## config.mk

```make
export PLATFORM = sky130hd
export DESIGN_NAME = regfile_wb_ctrl
export DESIGN_NICKNAME = d
export VERILOG_FILES = /design/src/rtl/regfile_ctrl_pkg.sv /design/src/rtl/regfile_wb_ctrl_arb.sv /design/src/rtl/regfile_wb_ctrl.sv
export SDC_FILE = /design/constraint.sdc
export NUM_CORES = 1
export LEC_CHECK = 0
export CAP_MARGIN = 20
export CORE_AREA = 5 5 183 185
export CTS_BUF_LIST = sky130_fd_sc_hd__clkbuf_2 sky130_fd_sc_hd__clkbuf_4 sky130_fd_sc_hd__clkbuf_8
export DETAILED_ROUTE_END_ITERATION = 8
export DIE_AREA = 0 0 188 190
export MAX_ROUTING_LAYER = met4
export PLACE_DENSITY_LB_ADDON = 0.12
export SLEW_MARGIN = 15
export SYNTH_ARGS = -nofsm -noshare
export SYNTH_HDL_FRONTEND = slang
export SYNTH_SLANG_ARGS = --single-unit
```

## constraint.sdc

```tcl
create_clock -name clk -period 2.7 [get_ports clk]
set_input_delay 0.81 -clock clk [delete_from_list [all_inputs] [get_ports clk]]
set_output_delay 0.81 -clock clk [all_outputs]
set_load 0.005 [all_outputs]
```

## src/rtl/regfile_ctrl_pkg.sv

```systemverilog
// Shared types and default sizes for the register-file write-back controller.
// Optional read bypass in the top is enabled by defining REGFILE_WB_BYPASS_EN.
package regfile_ctrl_pkg;

    typedef enum logic {
        INIT = 1'b0,
        RUN  = 1'b1
    } state_t;

    localparam int DATA_W_DEF   = 64;
    localparam int ADDR_W_DEF   = 5;
    localparam int NUM_REGS_DEF = 32;

    // Bit positions of each requester in the valid/grant vectors.
    localparam int REQ_ALU  = 0;
    localparam int REQ_LOAD = 1;

endpackage

```

## src/rtl/regfile_wb_ctrl_arb.sv

```systemverilog
// Two-input round-robin arbiter: combinational one-hot grant, pointer advances
// past the granted requester whenever a transfer is accepted.
module rr_arb2 (
    input  logic       clk,
    input  logic       reset,
    input  logic [1:0] valid,
    input  logic       accept,
    input  logic       enable,
    output logic [1:0] grant
);

    logic r_ptr;

    always_comb begin
        grant = 2'b00;
        if (enable) begin
            case (valid)
                2'b01:   grant = 2'b01;
                2'b10:   grant = 2'b10;
                2'b11:   grant = r_ptr ? 2'b10 : 2'b01;
                default: grant = 2'b00;
            endcase
        end
    end

    // After serving requester 0 the next tie goes to requester 1, and vice versa.
    always_ff @(posedge clk) begin
        if (!reset) begin
            r_ptr <= 1'b0;
        end else if (accept && enable) begin
            r_ptr <= grant[0];
        end
    end

endmodule

```

## src/rtl/regfile_wb_ctrl.sv

```systemverilog
// Write-port controller for the register file: init sweep, then round-robin
// write-back of ALU/load results. Define REGFILE_WB_BYPASS_EN for read bypass.
module regfile_wb_ctrl
    import regfile_ctrl_pkg::*;
#(
    parameter int                DATA_W   = DATA_W_DEF,
    parameter int                ADDR_W   = ADDR_W_DEF,
    parameter int                NUM_REGS = NUM_REGS_DEF,
    parameter logic [DATA_W-1:0] INIT_VAL = '0
) (
    input  logic              clk,
    input  logic              reset,
    input  logic              req0_valid,
    input  logic [ADDR_W-1:0] req0_rd,
    input  logic [DATA_W-1:0] req0_data,
    output logic              req0_ready,
    input  logic              req1_valid,
    input  logic [ADDR_W-1:0] req1_rd,
    input  logic [DATA_W-1:0] req1_data,
    output logic              req1_ready,
    output logic [ADDR_W-1:0] rf_rd,
    output logic [DATA_W-1:0] rf_wdata,
    output logic              rf_regwrite,
    output logic              init_done,
    input  logic [ADDR_W-1:0] rs1,
    input  logic [ADDR_W-1:0] rs2,
    input  logic [DATA_W-1:0] rf_rdata1,
    input  logic [DATA_W-1:0] rf_rdata2,
    output logic [DATA_W-1:0] rdata1,
    output logic [DATA_W-1:0] rdata2
);

    // One extra bit so the counter can reach NUM_REGS and mark the sweep finished.
    localparam int CNT_W = $clog2(NUM_REGS + 1);

    state_t            r_state;
    logic [CNT_W-1:0]  r_cnt;
    logic              r_regwrite;
    logic [ADDR_W-1:0] r_rd;
    logic [DATA_W-1:0] r_wdata;
    logic              r_init_done;

    logic [1:0]        w_valid;
    logic [1:0]        w_grant;
    logic              w_enable;
    logic              w_accept;
    logic [ADDR_W-1:0] w_sel_rd;
    logic [DATA_W-1:0] w_sel_data;

    assign w_valid    = {req1_valid, req0_valid};
    assign w_enable   = (r_state == RUN) && reset;
    assign w_accept   = |(w_grant & w_valid);
    assign w_sel_rd   = w_grant[REQ_LOAD] ? req1_rd   : req0_rd;
    assign w_sel_data = w_grant[REQ_LOAD] ? req1_data : req0_data;

    rr_arb2 u_arb (
        .clk    (clk),
        .reset  (reset),
        .valid  (w_valid),
        .accept (w_accept),
        .enable (w_enable),
        .grant  (w_grant)
    );

    assign req0_ready = w_grant[REQ_ALU];
    assign req1_ready = w_grant[REQ_LOAD];

    always_ff @(posedge clk) begin
        if (!reset) begin
            r_state     <= INIT;
            r_cnt       <= '0;
            r_regwrite  <= 1'b0;
            r_rd        <= '0;
            r_wdata     <= '0;
            r_init_done <= 1'b0;
        end else begin
            case (r_state)
                INIT: begin
                    if (r_cnt < CNT_W'(NUM_REGS)) begin
                        r_regwrite <= 1'b1;
                        r_rd       <= ADDR_W'(r_cnt);
                        r_wdata    <= INIT_VAL;
                        r_cnt      <= r_cnt + 1'b1;
                    end else begin
                        r_regwrite  <= 1'b0;
                        r_state     <= RUN;
                        r_init_done <= 1'b1;
                    end
                end
                RUN: begin
                    r_init_done <= 1'b1;
                    r_regwrite  <= 1'b0;
                    // Writes to x0 are consumed but never reach the register file.
                    if (w_accept && (w_sel_rd != '0)) begin
                        r_regwrite <= 1'b1;
                        r_rd       <= w_sel_rd;
                        r_wdata    <= w_sel_data;
                    end
                end
                default: r_state <= INIT;
            endcase
        end
    end

    assign rf_regwrite = r_regwrite;
    assign rf_rd       = r_rd;
    assign rf_wdata    = r_wdata;
    assign init_done   = r_init_done;

`ifdef REGFILE_WB_BYPASS_EN
    // Forward the write in flight so a same-cycle reader sees the new value.
    assign rdata1 = (r_regwrite && (r_rd == rs1) && (rs1 != '0)) ? r_wdata : rf_rdata1;
    assign rdata2 = (r_regwrite && (r_rd == rs2) && (rs2 != '0)) ? r_wdata : rf_rdata2;
`else
    logic w_unused_rs;
    assign w_unused_rs = ^{rs1, rs2};
    assign rdata1      = rf_rdata1;
    assign rdata2      = rf_rdata2;
`endif

endmodule

```

== Word level (Yosys, flattened, before mapping) ==
Index checks and enable logic that the tools add are counted.

* Add/subtract/negate cells: 1
* $lt $le $gt $ge: 1
* Eq/ne operators: 6
* Muxes and demuxes: 18
* Bitwise operators: 2
* Reduce and logical (&&, ||, !) cells: 7

{| class="wikitable"
|+ Operators with widths
! cell !! count
|-
| 64-bit two-way mux || 3
|-
| 64-bit case mux with 2 select lines || 1
|-
| 5-bit two-way mux || 3
|-
| 5-bit case mux with 2 select lines || 1
|-
| 6-bit by 1-bit adder with 6-bit output (second input constant) || 1
|-
| 6-bit less-than comparator (second input constant) || 1
|-
| 2-bit case mux with 3 select lines || 1
|-
| 1-bit two-way mux || 5
|-
| 5-bit nonzero test || 1
|-
| 2-bit equality test (second input constant) || 2
|-
| 2-bit two-way mux || 2
|-
| 2-bit inequality test (second input constant) || 2
|-
| 1-bit case mux with 2 select lines || 2
|-
| 2-bit AND reduction || 2
|-
| 1-bit logical AND || 3
|-
| 2-bit AND || 1
|-
| 2-bit by 1-bit equality test with 1-bit output (second input constant) || 1
|-
| 2-bit by 1-bit inequality test with 1-bit output (second input constant) || 1
|-
| 2-bit OR reduction || 1
|-
| 1-bit inverter || 1
|}

* Register bits: 79
* Bits of input ports: 280
* Output and inout bits: 201
* Word-level logic and storage cells: 42

== Longest topological paths before layout ==
* Word-level depth: 8
* Gate-level depth with buffers: 7
* Gate-level depth less buffers: 4

== Cells and area by module ==
Synthesis repeated with hierarchy kept, for this count alone.

* Cell total of the unflattened synthesis: 642
* Area total of the unflattened synthesis: 5266.3 µm²

{| class="wikitable"
|+ By module, submodules not included
! module !! instances !! cells each !! area each (µm²) !! seq. area each (µm²)
|-
| regfile_wb_ctrl || 1 || 632 || 5196.2 || 1561.5
|-
| rr_arb2 || 1 || 10 || 70.1 || 20.0
|}

== Worst setup path before layout ==
OpenSTA, ideal clock, no wires.

* Path type: input-to-output
* Start: input reset
* End: output req1_ready
* Arrival time: 1733 ps
* Required time: 1890 ps
* Slack: 157 ps
* Cell stages on the path: 6
* Path buffers: 3
* Cells stage by stage: and3_1 > buf_2 > nand2_1 > buf_2 > buf_2 > inv_1

* Cells in the longest elaborated chain, start to end: 2

{| class="wikitable"
|+ RTL lines
! what !! line !! text
|-
| start, declared || regfile_wb_ctrl.sv:12 || <nowiki>input logic reset,</nowiki>
|-
| 1-bit logical AND || regfile_wb_ctrl.sv:51 || <nowiki>assign w_enable = (r_state == RUN) && reset;</nowiki>
|-
| 2-bit two-way mux || regfile_wb_ctrl_arb.sv:16 || <nowiki>if (enable) begin</nowiki>
|-
| end, declared || regfile_wb_ctrl.sv:20 || <nowiki>output logic req1_ready,</nowiki>
|}

No other way between the ends.

== Worst setup path after layout ==
* Start: input req1_valid
* End: output req0_ready

* Cells in the longest elaborated chain, start to end: 3
* Elaborated cells between the ends (all ways): 5
* Classes of those cells: eq/ne (3); mux (2)

{| class="wikitable"
|+ RTL lines
! what !! line !! text
|-
| start, declared || regfile_wb_ctrl.sv:17 || <nowiki>input logic req1_valid,</nowiki>
|-
| 2-bit equality test or 2-bit by 1-bit equality test with 1-bit output (tied branches) || regfile_wb_ctrl_arb.sv:17 || <nowiki>case (valid)</nowiki>
|-
| 2-bit case mux with 3 select lines * || regfile_wb_ctrl_arb.sv:17 ||
|-
| 2-bit two-way mux * || regfile_wb_ctrl_arb.sv:16 ||
|-
| end, declared || regfile_wb_ctrl.sv:16 || <nowiki>output logic req0_ready,</nowiki>
|}

Every way passes the cells marked *; elsewhere a longest branch is shown, timed or not.

==> metrics <==
Area contributors post-synth=sky130_fd_sc_hd__dfxtp_1, sky130_fd_sc_hd__mux2i_1, sky130_fd_sc_hd__buf_4, sky130_fd_sc_hd__nand2_1, sky130_fd_sc_hd__a21o_1; Synth Area per Inst=8.75 sq um; standard cell area after detailed placement=0.00677 sq mm; Multi-input gate area=0.00223 sq mm; final worst path period share=0.973; quantity of hold-fixing buffers added after cts=0; final worst-path setup slack=a little over 70 ps; count of flip-flops with a built-in enable after synthesis=0; starting density of the core=0.158; CTS tree=yes; Critical Path Fanout Max=4; remaining antenna violation count after routing=0; Max Slew Vio Count=0; Synth top area share=0.315; setup violation total in the final timing report=0; drt pass-1 iters=4; maximum capacitance violations=0; Critical Path Start Type=input pin; final net count=939; antenna violations before repair=1; sequential fraction of the synthesis area=0.315; cell occurring most often along the worst timing path=sky130_fd_sc_hd__nand2_1; Final HPWL DP=around 15,000 microns; largest stage delay on the critical path=approximately 420 ps; Tmin final=2630 ps; via density per instance=3.91; element type at the critical path end=output port; number of vias after detailed routing=4,195; worst clock skew=8.86 ps; worst skew pair latency=roughly 360 ps; GRT Resource Usage Total=0.108; area used by sequential logic in the layout=0.00158 sq mm; crit path buf inv count=3; Final Hold Fails=0; number of rows in the core area=66; overall power=roughly 2.5 mW; number of global-route vias before repair=around 4,700; Slew @ Worst Pin=736 ps; outcome=finished clean; number of sinks on the clock net=~80; maximum number of buffers from clock root to sink=2; share of post-route cells with drive strength above 1=0.0860; Power per Cell Area=about 360 mW/mm^2; first-iteration detailed-routing DRC count=153; Min-Delay Path Class=reg2reg; clock tree root buffer cell=sky130_fd_sc_hd__clkbuf_8; CTS buffer count=9; final weighted congestion of routability-driven global placement=0.732; setup repair after global routing missed its margin=no; Peak supply drop=0.232 mV; Primary FF master, synth=sky130_fd_sc_hd__dfxtp_1; worst max-slew margin expressed relative to the limit=0.509; number of buffers added for setup after CTS=0; die outline height=190 microns; maximum clock frequency=0.380 GHz; most used standard cells in the synthesized netlist=sky130_fd_sc_hd__buf_4, sky130_fd_sc_hd__mux2i_1, sky130_fd_sc_hd__dfxtp_1; average wire length per cell after detail routing=~18 microns; Core Footprint=0.0319 sq mm; netlist area before placement=0.00502 sq mm; overflow left after global routing=0; Die Footprint=0.0357 sq mm; number of top-level pins=481; net count after synthesis=around 860; type of the worst setup path=in2out; data required time at the worst endpoint=1890 ps; Syn-to-layout area delta=39.5%; critical path arrival=~1800 ps; placement-stage worst setup slack=-495 ps; kind of cell with the highest combined delay on the critical path=buffers and inverters; overall die width=188 microns; I/O Buffers=214; count of yosys warnings during synthesis=0; Static Leak=~2.5 nW; number of storage elements in the synthesis netlist=79; remaining design rule violation count=0; slowest stage cell on the critical path=sky130_fd_sc_hd__clkdlybuf4s50_1; most numerous cell in the Yosys netlist=sky130_fd_sc_hd__buf_4; Post-Layout Inst Area=0.00701 sq mm; number of different library cells in the post-synthesis netlist=32; level count of the clock H-tree=3; cells after synthesis=around 570; clock transition time at the flip-flop clock pins of the worst setup and hold paths=90 ps; wire length of the first global-routing pass=29,000 microns; Filler cells=3,494; Async SR Flop Fraction=0; Synth area leader=sky130_fd_sc_hd__dfxtp_1; maximum number of pins on one net before global-route repair=39; final WL=19,400 microns; cell-by-cell listing of the critical path=clkdlybuf4s50_1 > buf_4 > nand2_1 > nand2_1 > nor2_2 > buf_2
-- cells in the final DEF, fill, tap and decap left out, types with 2 or more instances in the layout --
cell / netlist / layout
sky130_fd_sc_hd__a21o_1: 31 / 31
sky130_fd_sc_hd__a311o_1: 5 / 5
sky130_fd_sc_hd__and2_1: 4 / 4
sky130_fd_sc_hd__buf_12: 6 / 6
sky130_fd_sc_hd__buf_2: 6 / 2
sky130_fd_sc_hd__buf_4: 128 / 20
sky130_fd_sc_hd__bufinv_16: 0 / 2
sky130_fd_sc_hd__clkbuf_8: 0 / 11
sky130_fd_sc_hd__clkdlybuf4s50_1: 0 / 212
sky130_fd_sc_hd__clkinvlp_4: 0 / 2
sky130_fd_sc_hd__dfxtp_1: 79 / 79
sky130_fd_sc_hd__inv_1: 6 / 6
sky130_fd_sc_hd__mux2i_1: 102 / 102
sky130_fd_sc_hd__nand2_1: 77 / 75
sky130_fd_sc_hd__nand2_2: 0 / 2
sky130_fd_sc_hd__nand3_1: 32 / 31
sky130_fd_sc_hd__nand4_1: 2 / 2
sky130_fd_sc_hd__nor2_1: 3 / 2
sky130_fd_sc_hd__nor2b_1: 4 / 2
sky130_fd_sc_hd__nor2b_4: 0 / 2
sky130_fd_sc_hd__nor3_1: 6 / 5
sky130_fd_sc_hd__o21ai_0: 37 / 37
sky130_fd_sc_hd__or4_1: 2 / 2
sky130_fd_sc_hd__xnor2_1: 3 / 3
-- report_power, final --
group          switching, mW  internal [mW]  total (mW)
logic                 0.0862          0.220       0.306
clock network          0.512          0.552        1.06
registers            0.00630           1.17        1.18
total                  0.605           1.94        2.55
-- stage by stage --
stage                     hold WS (ps)  setup TNS, ps  utilization  std cells
after floorplan                    451              0            -        574
after global placement             444         -32160        0.212       1055
after detailed placement           447         -30690        0.212       1055
after CTS                          467          -57.9        0.220       1071
after global routing               480              0        0.220       1072
final                              460              0        0.220       1072
-- layer usage --
layer / vias to the layer above / wire [microns] / track usage
met4: 0 / 497 / 0.0412
met2: 197 / 9200 / 0.174
met5: - / 0 / -
met3: 58 / 2270 / 0.0587
met1: 1965 / 7450 / 0.113
li1: 1975 / - / -
-- worst min-delay path, cell delays in order, from the launching register on --
cell and delay [ps]:
sky130_fd_sc_hd__dfxtp_1 320, sky130_fd_sc_hd__nand2_1 50, sky130_fd_sc_hd__mux2i_1 50
-- state kept, by name, indices dropped and copies added (netlist names) --
register and cells:
r_cnt 6, init_done 1, rf_regwrite 1, rf_wdata 64
rf_rd 5, r_state 1, u_arb.r_ptr 1
-- area by class of cell --
class                   instances  share of cell area
diodes                          1            0.000357
clock buffers                  10              0.0196
clock inverters                 6              0.0132
inverters                       6             0.00321
multi-input cells             320               0.319
flip-flops and latches         79               0.226
well taps                     408              0.0728
repair buffers                242               0.346
-- worst paths after layout --
path | start | endpoint | slack, ps | cells past startpoint
worst max-delay path | req1_valid | req0_ready | 70 | 6
worst min-delay path | rf_wdata[4]$_SDFFE_PN0P_ | rf_wdata[4]$_SDFFE_PN0P_ | 460 | 2
worst max register to register | u_arb.r_ptr$_SDFFE_PN0P_ | rf_wdata[16]$_SDFFE_PN0P_ | 630 | 7
worst min register to register | rf_wdata[4]$_SDFFE_PN0P_ | rf_wdata[4]$_SDFFE_PN0P_ | 460 | 2
-- cell families (layout without fill, tap and decap cells) --
group,after synthesis,in the layout,synth area share
DFF,79,79,0.315
buffers and inverters,175,264,0.249
AOI/OAI and AO/OA,80,80,0.105
adders and majority gates,1,1,0.00249
other,0,1,0
muxes,102,102,0.203
xor gates and xnor gates,4,4,0.00698
and+or+nand+nor,133,133,0.118
-- timing repair --
action / CTS / global route
pin swaps: 0 / 1
hold endpoints to repair: 0 / 0
setup endpoints to repair: 66 / 63
resized for setup: 8 / 5
Note: power is estimated with default switching activity, not from simulation.
